**src/rtl/pupil_pkg.sv**
```systemverilog
// Shared constants, slot layout helpers and line-capture state encoding for the
// camera line packer and the pupil detector that consumes its line bus.
package pupil_pkg;

    localparam int MAX_RESOLUTION = 112;
    localparam int PIX_W          = 8;
    localparam int SLOT_W         = PIX_W + 1;
    localparam int BUS_W          = MAX_RESOLUTION * SLOT_W + 1;
    localparam int SLOT_IDX_W     = $clog2(MAX_RESOLUTION);
    localparam int CNT_W          = 8;
    localparam int LINE_READY_BIT = 0;

    localparam logic [CNT_W-1:0] MAX_RES_CNT = CNT_W'(MAX_RESOLUTION);

    typedef enum logic [1:0] {
        ST_IDLE,
        ST_FRAME,
        ST_CAPTURE,
        ST_PUBLISH
    } line_state_t;

    // Lowest bus bit of pixel slot k; bit 0 of the bus is the line-ready flag.
    function automatic int slot_lsb(input int k);
        return SLOT_W * k + 1;
    endfunction

endpackage

```
**src/rtl/cam_sync_edge.sv**
```systemverilog
// Registers the camera frame/line strobes once and derives single-cycle
// rise/fall pulses from the registered copies.
module cam_sync_edge (
    input  logic clock,
    input  logic reset_n,
    input  logic frame_valid,
    input  logic line_valid,
    output logic line_level,
    output logic frame_rise,
    output logic frame_fall,
    output logic line_rise,
    output logic line_fall
);

    logic fv_q, fv_d;
    logic lv_q, lv_d;

    always_ff @(posedge clock or negedge reset_n) begin
        if (!reset_n) begin
            fv_q <= 1'b0;
            fv_d <= 1'b0;
            lv_q <= 1'b0;
            lv_d <= 1'b0;
        end else begin
            fv_q <= frame_valid;
            fv_d <= fv_q;
            lv_q <= line_valid;
            lv_d <= lv_q;
        end
    end

    assign line_level = lv_q;
    assign frame_rise = fv_q & ~fv_d;
    assign frame_fall = ~fv_q & fv_d;
    assign line_rise  = lv_q & ~lv_d;
    assign line_fall  = ~lv_q & lv_d;

endmodule

```
**src/rtl/cam_line_packer.sv**
```systemverilog
// Packs one camera line into a working buffer and publishes it atomically on
// img_buf_newline. Define HBIN2_EN for 2:1 horizontal binning of pixel pairs.
module cam_line_packer
    import pupil_pkg::*;
(
    input  logic             clock,
    input  logic             reset_n,
    input  logic             frame_valid,
    input  logic             line_valid,
    input  logic             pix_valid,
    input  logic [PIX_W-1:0] pix_data,
    output logic [BUS_W-1:0] img_buf_newline,
    output logic             frame_capture_start,
    output logic             line_done,
    output logic [CNT_W-1:0] line_count,
    output logic [CNT_W-1:0] line_width,
    output logic             overrun
);

    logic lv_lvl, fv_rise, fv_fall, lv_rise, lv_fall;

    cam_sync_edge u_sync (
        .clock       (clock),
        .reset_n     (reset_n),
        .frame_valid (frame_valid),
        .line_valid  (line_valid),
        .line_level  (lv_lvl),
        .frame_rise  (fv_rise),
        .frame_fall  (fv_fall),
        .line_rise   (lv_rise),
        .line_fall   (lv_fall)
    );

    logic             pv_q;
    logic [PIX_W-1:0] pd_q;

    always_ff @(posedge clock or negedge reset_n) begin
        if (!reset_n) begin
            pv_q <= 1'b0;
            pd_q <= '0;
        end else begin
            pv_q <= pix_valid;
            pd_q <= pix_data;
        end
    end

    line_state_t state, state_nxt;

    logic [PIX_W-1:0]      wbuf [MAX_RESOLUTION];
    logic [PIX_W-1:0]      last_pix;
    logic [CNT_W-1:0]      wr_idx;
    logic [CNT_W-1:0]      line_len;
    logic [CNT_W-1:0]      idx_cur;
    logic [SLOT_IDX_W-1:0] wr_ptr;

    logic frame_go, publish_go, line_start, capturing, pix_take, take_ovf;

`ifdef HBIN2_EN
    logic [PIX_W-1:0] half_pix;
    logic             have_half;
    logic             half_cur;
    logic [PIX_W:0]   pair_sum;
    logic [PIX_W-1:0] pair_avg;

    assign pair_sum = {1'b0, half_pix} + {1'b0, pd_q};
    assign pair_avg = PIX_W'(pair_sum >> 1);
    assign half_cur = line_start ? 1'b0 : have_half;
    // A pending odd pixel already sits in slot wr_idx, so it counts as a slot.
    assign line_len = wr_idx + CNT_W'(have_half);
`else
    assign line_len = wr_idx;
`endif

    always_ff @(posedge clock or negedge reset_n) begin
        if (!reset_n) begin
            state <= ST_IDLE;
        end else begin
            state <= state_nxt;
        end
    end

    always_comb begin
        state_nxt = state;
        case (state)
            ST_IDLE: begin
                if (fv_rise) state_nxt = ST_FRAME;
            end
            ST_FRAME: begin
                if (fv_fall)      state_nxt = ST_IDLE;
                else if (lv_rise) state_nxt = ST_CAPTURE;
            end
            ST_CAPTURE: begin
                if (fv_fall)      state_nxt = ST_IDLE;
                else if (lv_fall) state_nxt = (line_len != '0) ? ST_PUBLISH : ST_FRAME;
            end
            ST_PUBLISH: begin
                if (fv_fall)      state_nxt = ST_IDLE;
                else if (lv_rise) state_nxt = ST_CAPTURE;
                else              state_nxt = ST_FRAME;
            end
            default: state_nxt = ST_IDLE;
        endcase
    end

    // A line that starts while leaving FRAME/PUBLISH captures its first pixel
    // in that same cycle, so back-to-back lines lose nothing.
    always_comb begin
        frame_go   = (state == ST_IDLE) && fv_rise;
        publish_go = (state == ST_CAPTURE) && !fv_fall && lv_fall && (line_len != '0);
        line_start = ((state == ST_FRAME) || (state == ST_PUBLISH)) && !fv_fall && lv_rise;
        capturing  = (state == ST_CAPTURE) || line_start;
        pix_take   = capturing && lv_lvl && pv_q;
        idx_cur    = line_start ? '0 : wr_idx;
        take_ovf   = pix_take && (idx_cur == MAX_RES_CNT);
        wr_ptr     = idx_cur[SLOT_IDX_W-1:0];
    end

    always_ff @(posedge clock or negedge reset_n) begin
        if (!reset_n) begin
            wr_idx   <= '0;
            last_pix <= '0;
            for (int unsigned k = 0; k < MAX_RESOLUTION; k++) wbuf[k] <= '0;
`ifdef HBIN2_EN
            half_pix  <= '0;
            have_half <= 1'b0;
`endif
        end else if (pix_take && !take_ovf) begin
`ifdef HBIN2_EN
            if (half_cur) begin
                wbuf[wr_ptr] <= pair_avg;
                last_pix     <= pair_avg;
                wr_idx       <= idx_cur + CNT_W'(1);
                have_half    <= 1'b0;
            end else begin
                wbuf[wr_ptr] <= pd_q;
                last_pix     <= pd_q;
                half_pix     <= pd_q;
                have_half    <= 1'b1;
                wr_idx       <= idx_cur;
            end
`else
            wbuf[wr_ptr] <= pd_q;
            last_pix     <= pd_q;
            wr_idx       <= idx_cur + CNT_W'(1);
`endif
        end else if (!capturing || line_start) begin
            wr_idx <= '0;
`ifdef HBIN2_EN
            have_half <= 1'b0;
`endif
        end
    end

    logic [PIX_W-1:0] out_slot [MAX_RESOLUTION];
    logic             line_ready;

    always_ff @(posedge clock or negedge reset_n) begin
        if (!reset_n) begin
            frame_capture_start <= 1'b0;
            line_done           <= 1'b0;
            line_ready          <= 1'b0;
            line_count          <= '0;
            line_width          <= '0;
            overrun             <= 1'b0;
            for (int unsigned k = 0; k < MAX_RESOLUTION; k++) out_slot[k] <= '0;
        end else begin
            frame_capture_start <= frame_go;
            line_done           <= publish_go;
            if (frame_go) begin
                line_ready <= 1'b0;
                line_count <= '0;
                overrun    <= 1'b0;
            end else begin
                if (take_ovf) overrun <= 1'b1;
                if (publish_go) begin
                    // Unfilled tail slots repeat the last pixel to avoid a false edge.
                    for (int unsigned k = 0; k < MAX_RESOLUTION; k++)
                        out_slot[k] <= (CNT_W'(k) < line_len) ? wbuf[k] : last_pix;
                    line_ready <= 1'b1;
                    line_width <= line_len;
                    if (line_count != '1) line_count <= line_count + CNT_W'(1);
                end
            end
        end
    end

    assign img_buf_newline[LINE_READY_BIT] = line_ready;

    for (genvar g = 0; g < MAX_RESOLUTION; g++) begin : g_slot
        assign img_buf_newline[slot_lsb(g) +: SLOT_W] = {{(SLOT_W-PIX_W){1'b0}}, out_slot[g]};
    end

endmodule

```
**config.mk**
```make
export PLATFORM = sky130hd
export DESIGN_NAME = cam_line_packer
export DESIGN_NICKNAME = d
export VERILOG_FILES = /design/src/rtl/pupil_pkg.sv /design/src/rtl/cam_sync_edge.sv /design/src/rtl/cam_line_packer.sv
export SDC_FILE = /design/constraint.sdc
export NUM_CORES = 2
export LEC_CHECK = 0
export ABC_AREA = 1
export CORE_MARGIN = 2
export CORE_UTILIZATION = 35
export CTS_BUF_LIST = sky130_fd_sc_hd__clkbuf_4
export DETAILED_ROUTE_END_ITERATION = 6
export GPL_TIMING_DRIVEN = 0
export PLACE_DENSITY_LB_ADDON = 0.12
export SYNTH_ARGS = -nofsm -noshare
export SYNTH_HDL_FRONTEND = slang
export SYNTH_SLANG_ARGS = --single-unit
```
**constraint.sdc**
```tcl
create_clock -name clock -period 2.2 [get_ports clock]
set_clock_uncertainty 0.1 [all_clocks]
set_input_delay 0.33 -clock clock [delete_from_list [all_inputs] [get_ports clock]]
set_output_delay 0.33 -clock clock [all_outputs]
set_load 0.01 [all_outputs]
```
==> impl_metrics.env <==
export IMPL_status="finished with violations"
export IMPL_die_h_um=487.5
export IMPL_synthMostInstantiatedCell="nand2_1"
export IMPL_grt_pass1_vias=81140
export IMPL_root_buffer="clkbuf_4"
export IMPL_route_vias_total=86990
export IMPL_maxSlewHeadroom_pct=-10.15
export IMPL_swShare_pct=38.77
export IMPL_drcViolationCount=3
export IMPL_dpl_worst_slack_ps=-2908
export IMPL_nets=11680
export IMPL_portBuffers=928
export IMPL_stdcell_count=15090
export IMPL_slew_viol_final=88
export IMPL_drtAntennaViolNets=0
export IMPL_arrival_ps=4490
export IMPL_post_drt_via_cell_ratio=5.766
export IMPL_worstSetupEndpointType="flop"
export IMPL_syn_area_per_cell_sq_um=8.308
export IMPL_synth_cell_types=28
export IMPL_syn_inst=9850
export IMPL_grtUsageTotal_pct=40.59
export IMPL_row_count=177
export IMPL_dp_cells=13950
export IMPL_cts_sinks=1843
export IMPL_multi_input_area_sq_mm=0.03276
export IMPL_fin_ws_ps=-1017
export IMPL_synth_seq_area_share_pct=56.36
export IMPL_powerDensity_mw_per_mm2=953.3
export IMPL_crit_path_max_fanout=11
export IMPL_die_area_sq_mm=0.2377
export IMPL_whs_ps=-1255
export IMPL_fin_crit_ps=3217
export IMPL_yosys_warnings=0
export IMPL_finalHoldViolations=509
export IMPL_synth_largest_area_cell="dfrtp_1"
export IMPL_insertion_delay_ps=1550
export IMPL_pwr_share_clk_pct=32.6
export IMPL_cap_violations=9
export IMPL_dpl_instance_area_sq_mm=0.09631
export IMPL_setup_viol=2743
export IMPL_cts_hold_buf=22
export IMPL_die_x_um=487.5
export IMPL_synth_ff_type="dfrtp_1"
export IMPL_io_pins=1041
export IMPL_overflow=0
export IMPL_start_kind="flop"
export IMPL_mappedNetlistArea_sq_mm=0.08184
export IMPL_final_util_pct=46.36
export IMPL_grt_max_degree=180
export IMPL_p_leak_nw=55.32
export IMPL_hp_class="in2async"
export IMPL_nFillCells=23490
export IMPL_drtPass1Iterations=7
export IMPL_grt_antenna_before_repair=65
export IMPL_clockBufferDepth=4
export IMPL_required_ps=3470
export IMPL_timing_worst_slew_pin_value_ps=1652
export IMPL_routedWlPerCell_um=33.07
export IMPL_area_growth_pct=31.73
export IMPL_cts_made_buffers=550
export IMPL_finalInstanceArea_sq_mm=0.1078
export IMPL_p_int_w=0.06293
export IMPL_clk_pin_slew_worst_paths_ps=70
export IMPL_synth_edff_count=0
export IMPL_synth_area_leaders="dfrtp_1, nand2_1, o21ai_0"
export IMPL_cts_tree="built"
export IMPL_synth_top_cell_area_share_pct=56.36
export IMPL_gp_congestion=1.007
export IMPL_comb_power_share_pct=28.8
export IMPL_grt_pass1_wl_um=662800
export IMPL_rsz0062_at_grt="true"
export IMPL_synth_commonest_cells="nand2_1, dfrtp_1, o21ai_0"
export IMPL_drt_initial_drc_count=12000
export IMPL_coreArea_sq_mm=0.2325
export IMPL_async_flop_share_pct=100.0
export IMPL_ir_drop_v=0.0007545
export IMPL_finalCritPeriodShare_pct=146.2
export IMPL_max_freq_ghz=0.3109
export IMPL_h_tree_depth=6
export IMPL_worstSetupPathType="reg2reg"
export IMPL_layout_area_seq_sq_mm=0.04624
export IMPL_routed_wl_um=498900
export IMPL_dp_final_hpwl_um=356500
export IMPL_drive_gt1_share_pct=17.87
export IMPL_violations="design-rule violations, negative hold slack, max-capacitance violations, max-slew violations, negative setup slack"
export IMPL_initial_core_util_pct=35.19
export IMPL_seq_power_share_pct=38.6
export IMPL_ys_ff_latch=1843
export IMPL_switchingPower_w=0.03985
==> power groups by stage <==
stage,Sequential (W),Clock [W],Combinational (W)
3_3_place_gp,0.0403,0,0.0273
4_1_cts,0.0395,0.0335,0.0282
3_5_place_dp,0.0401,0,0.0281
6_report,0.0397,0.0335,0.0296
5_1_grt,0.0398,0.0354,0.0301
2_1_floorplan,0.0400,0,0.00924
==> final timing paths <==
kind	startpoint	end	slack, ps	cells after the start
worst max register to register	pd_q[4]$_DFF_PN0_	wbuf[828]$_DFFE_PN0P_	-1020	6
min in group clock	pix_data[6]	pd_q[6]$_DFF_PN0_	260	3
worst max-delay path	pd_q[4]$_DFF_PN0_	wbuf[828]$_DFFE_PN0P_	-1020	6
worst min register to register	u_sync.fv_q$_DFF_PN0_	u_sync.fv_d$_DFF_PN0_	360	0
max in group asynchronous	reset_n	img_buf_newline[691]$_DFFE_PN0P_	230	4
worst min-delay path	reset_n	img_buf_newline[97]$_DFFE_PN0P_	-1260	1
==> layout make-up <==
cell class,count,share of cell area (%)
inverters,137,0.6244
plain buffers,892,5.614
multi-input cells,7089,30.39
repair buffers,1154,10.80
clock buffers,786,5.473
clock inverters,96,0.5710
well taps,3043,3.532
flip-flops and latches,1843,42.89
diodes,46,0.1068
==> what timing repair did <==
item	CTS	global route
setup buffers	85	83
resized for setup	1007	538
setup endpoints to repair	2744	2829
gates cloned	7	10
pin swaps	28	24
endpoints found under the hold margin	446	435
==> worst max-delay path: stages (launching register included) <==
cell      delay [ps]
dfrtp_1          340
clkbuf_1         470
clkbuf_2         440
buf_12           230
clkbuf_1        1080
nand4_1          200
nand2_1          130
==> through the flow <==
stage | TNS (ps) | power [W]
global placement | - | 0.06757
finish | -1635220 | 0.1028
global route | -1721120 | 0.1053
CTS | -1749260 | 0.1013
floorplan | 0 | 0.04929
detailed placement | -4215820 | 0.06819
==> cells by family (layout without fill, tap and decap cells) <==
family          Yosys count  after routing  share of synthesized area, %
flops                  1843           1843                         56.36
other cells               1            158                      0.004582
fa+ha+maj                 2              2                       0.03057
xor+xnor                  3              3                       0.03211
buf+inv                1029           3065                         6.010
simple gates           5483           5483                         27.98
compound gates         1489           1489                         9.591
==> layout by cell type, fill, tap and decap left out, types with 65 or more instances in the layout <==
| cell type | netlist | routed |
|---|---|---|
| clkbuf_1 | 360 | 219 |
| clkbuf_2 | 0 | 120 |
| buf_6 | 13 | 75 |
| dfrtp_1 | 1843 | 1746 |
| inv_1 | 115 | 99 |
| nand3_1 | 473 | 378 |
| nand4_1 | 647 | 647 |
| a21oi_1 | 290 | 280 |
| nand2_1 | 3806 | 3746 |
| o21ai_1 | 57 | 65 |
| nand3_2 | 0 | 71 |
| buf_2 | 370 | 253 |
| buf_4 | 132 | 309 |
| dfrtp_2 | 0 | 97 |
| a31oi_1 | 248 | 246 |
| conb_1 | 1 | 112 |
| clkbuf_4 | 0 | 806 |
| clkdlybuf4s50_1 | 0 | 590 |
| dlygate4sd2_1 | 0 | 293 |
| nor2_1 | 515 | 469 |
| o21ai_0 | 859 | 824 |
==> state kept, by name, indices dropped and copies added (netlist names), 2 cells and up <==
signal and count:
last_pix 8, pd_q 8, img_buf_newline 896, wbuf 896, line_count 8, line_width 8, line_len 8, state 2
==> layer usage <==
layer | vias to the layer above | wire length, um | global-route usage [%]
met3 | 1556 | 61690 | 13.46
li1 | 36500 | - | -
met1 | 42710 | 186700 | 51.02
met2 | 6192 | 204600 | 57.00
met4 | 26 | 45680 | 32.02
met5 | - | 275 | 0
No activity file was read; power rests on OpenSTA's default activity.
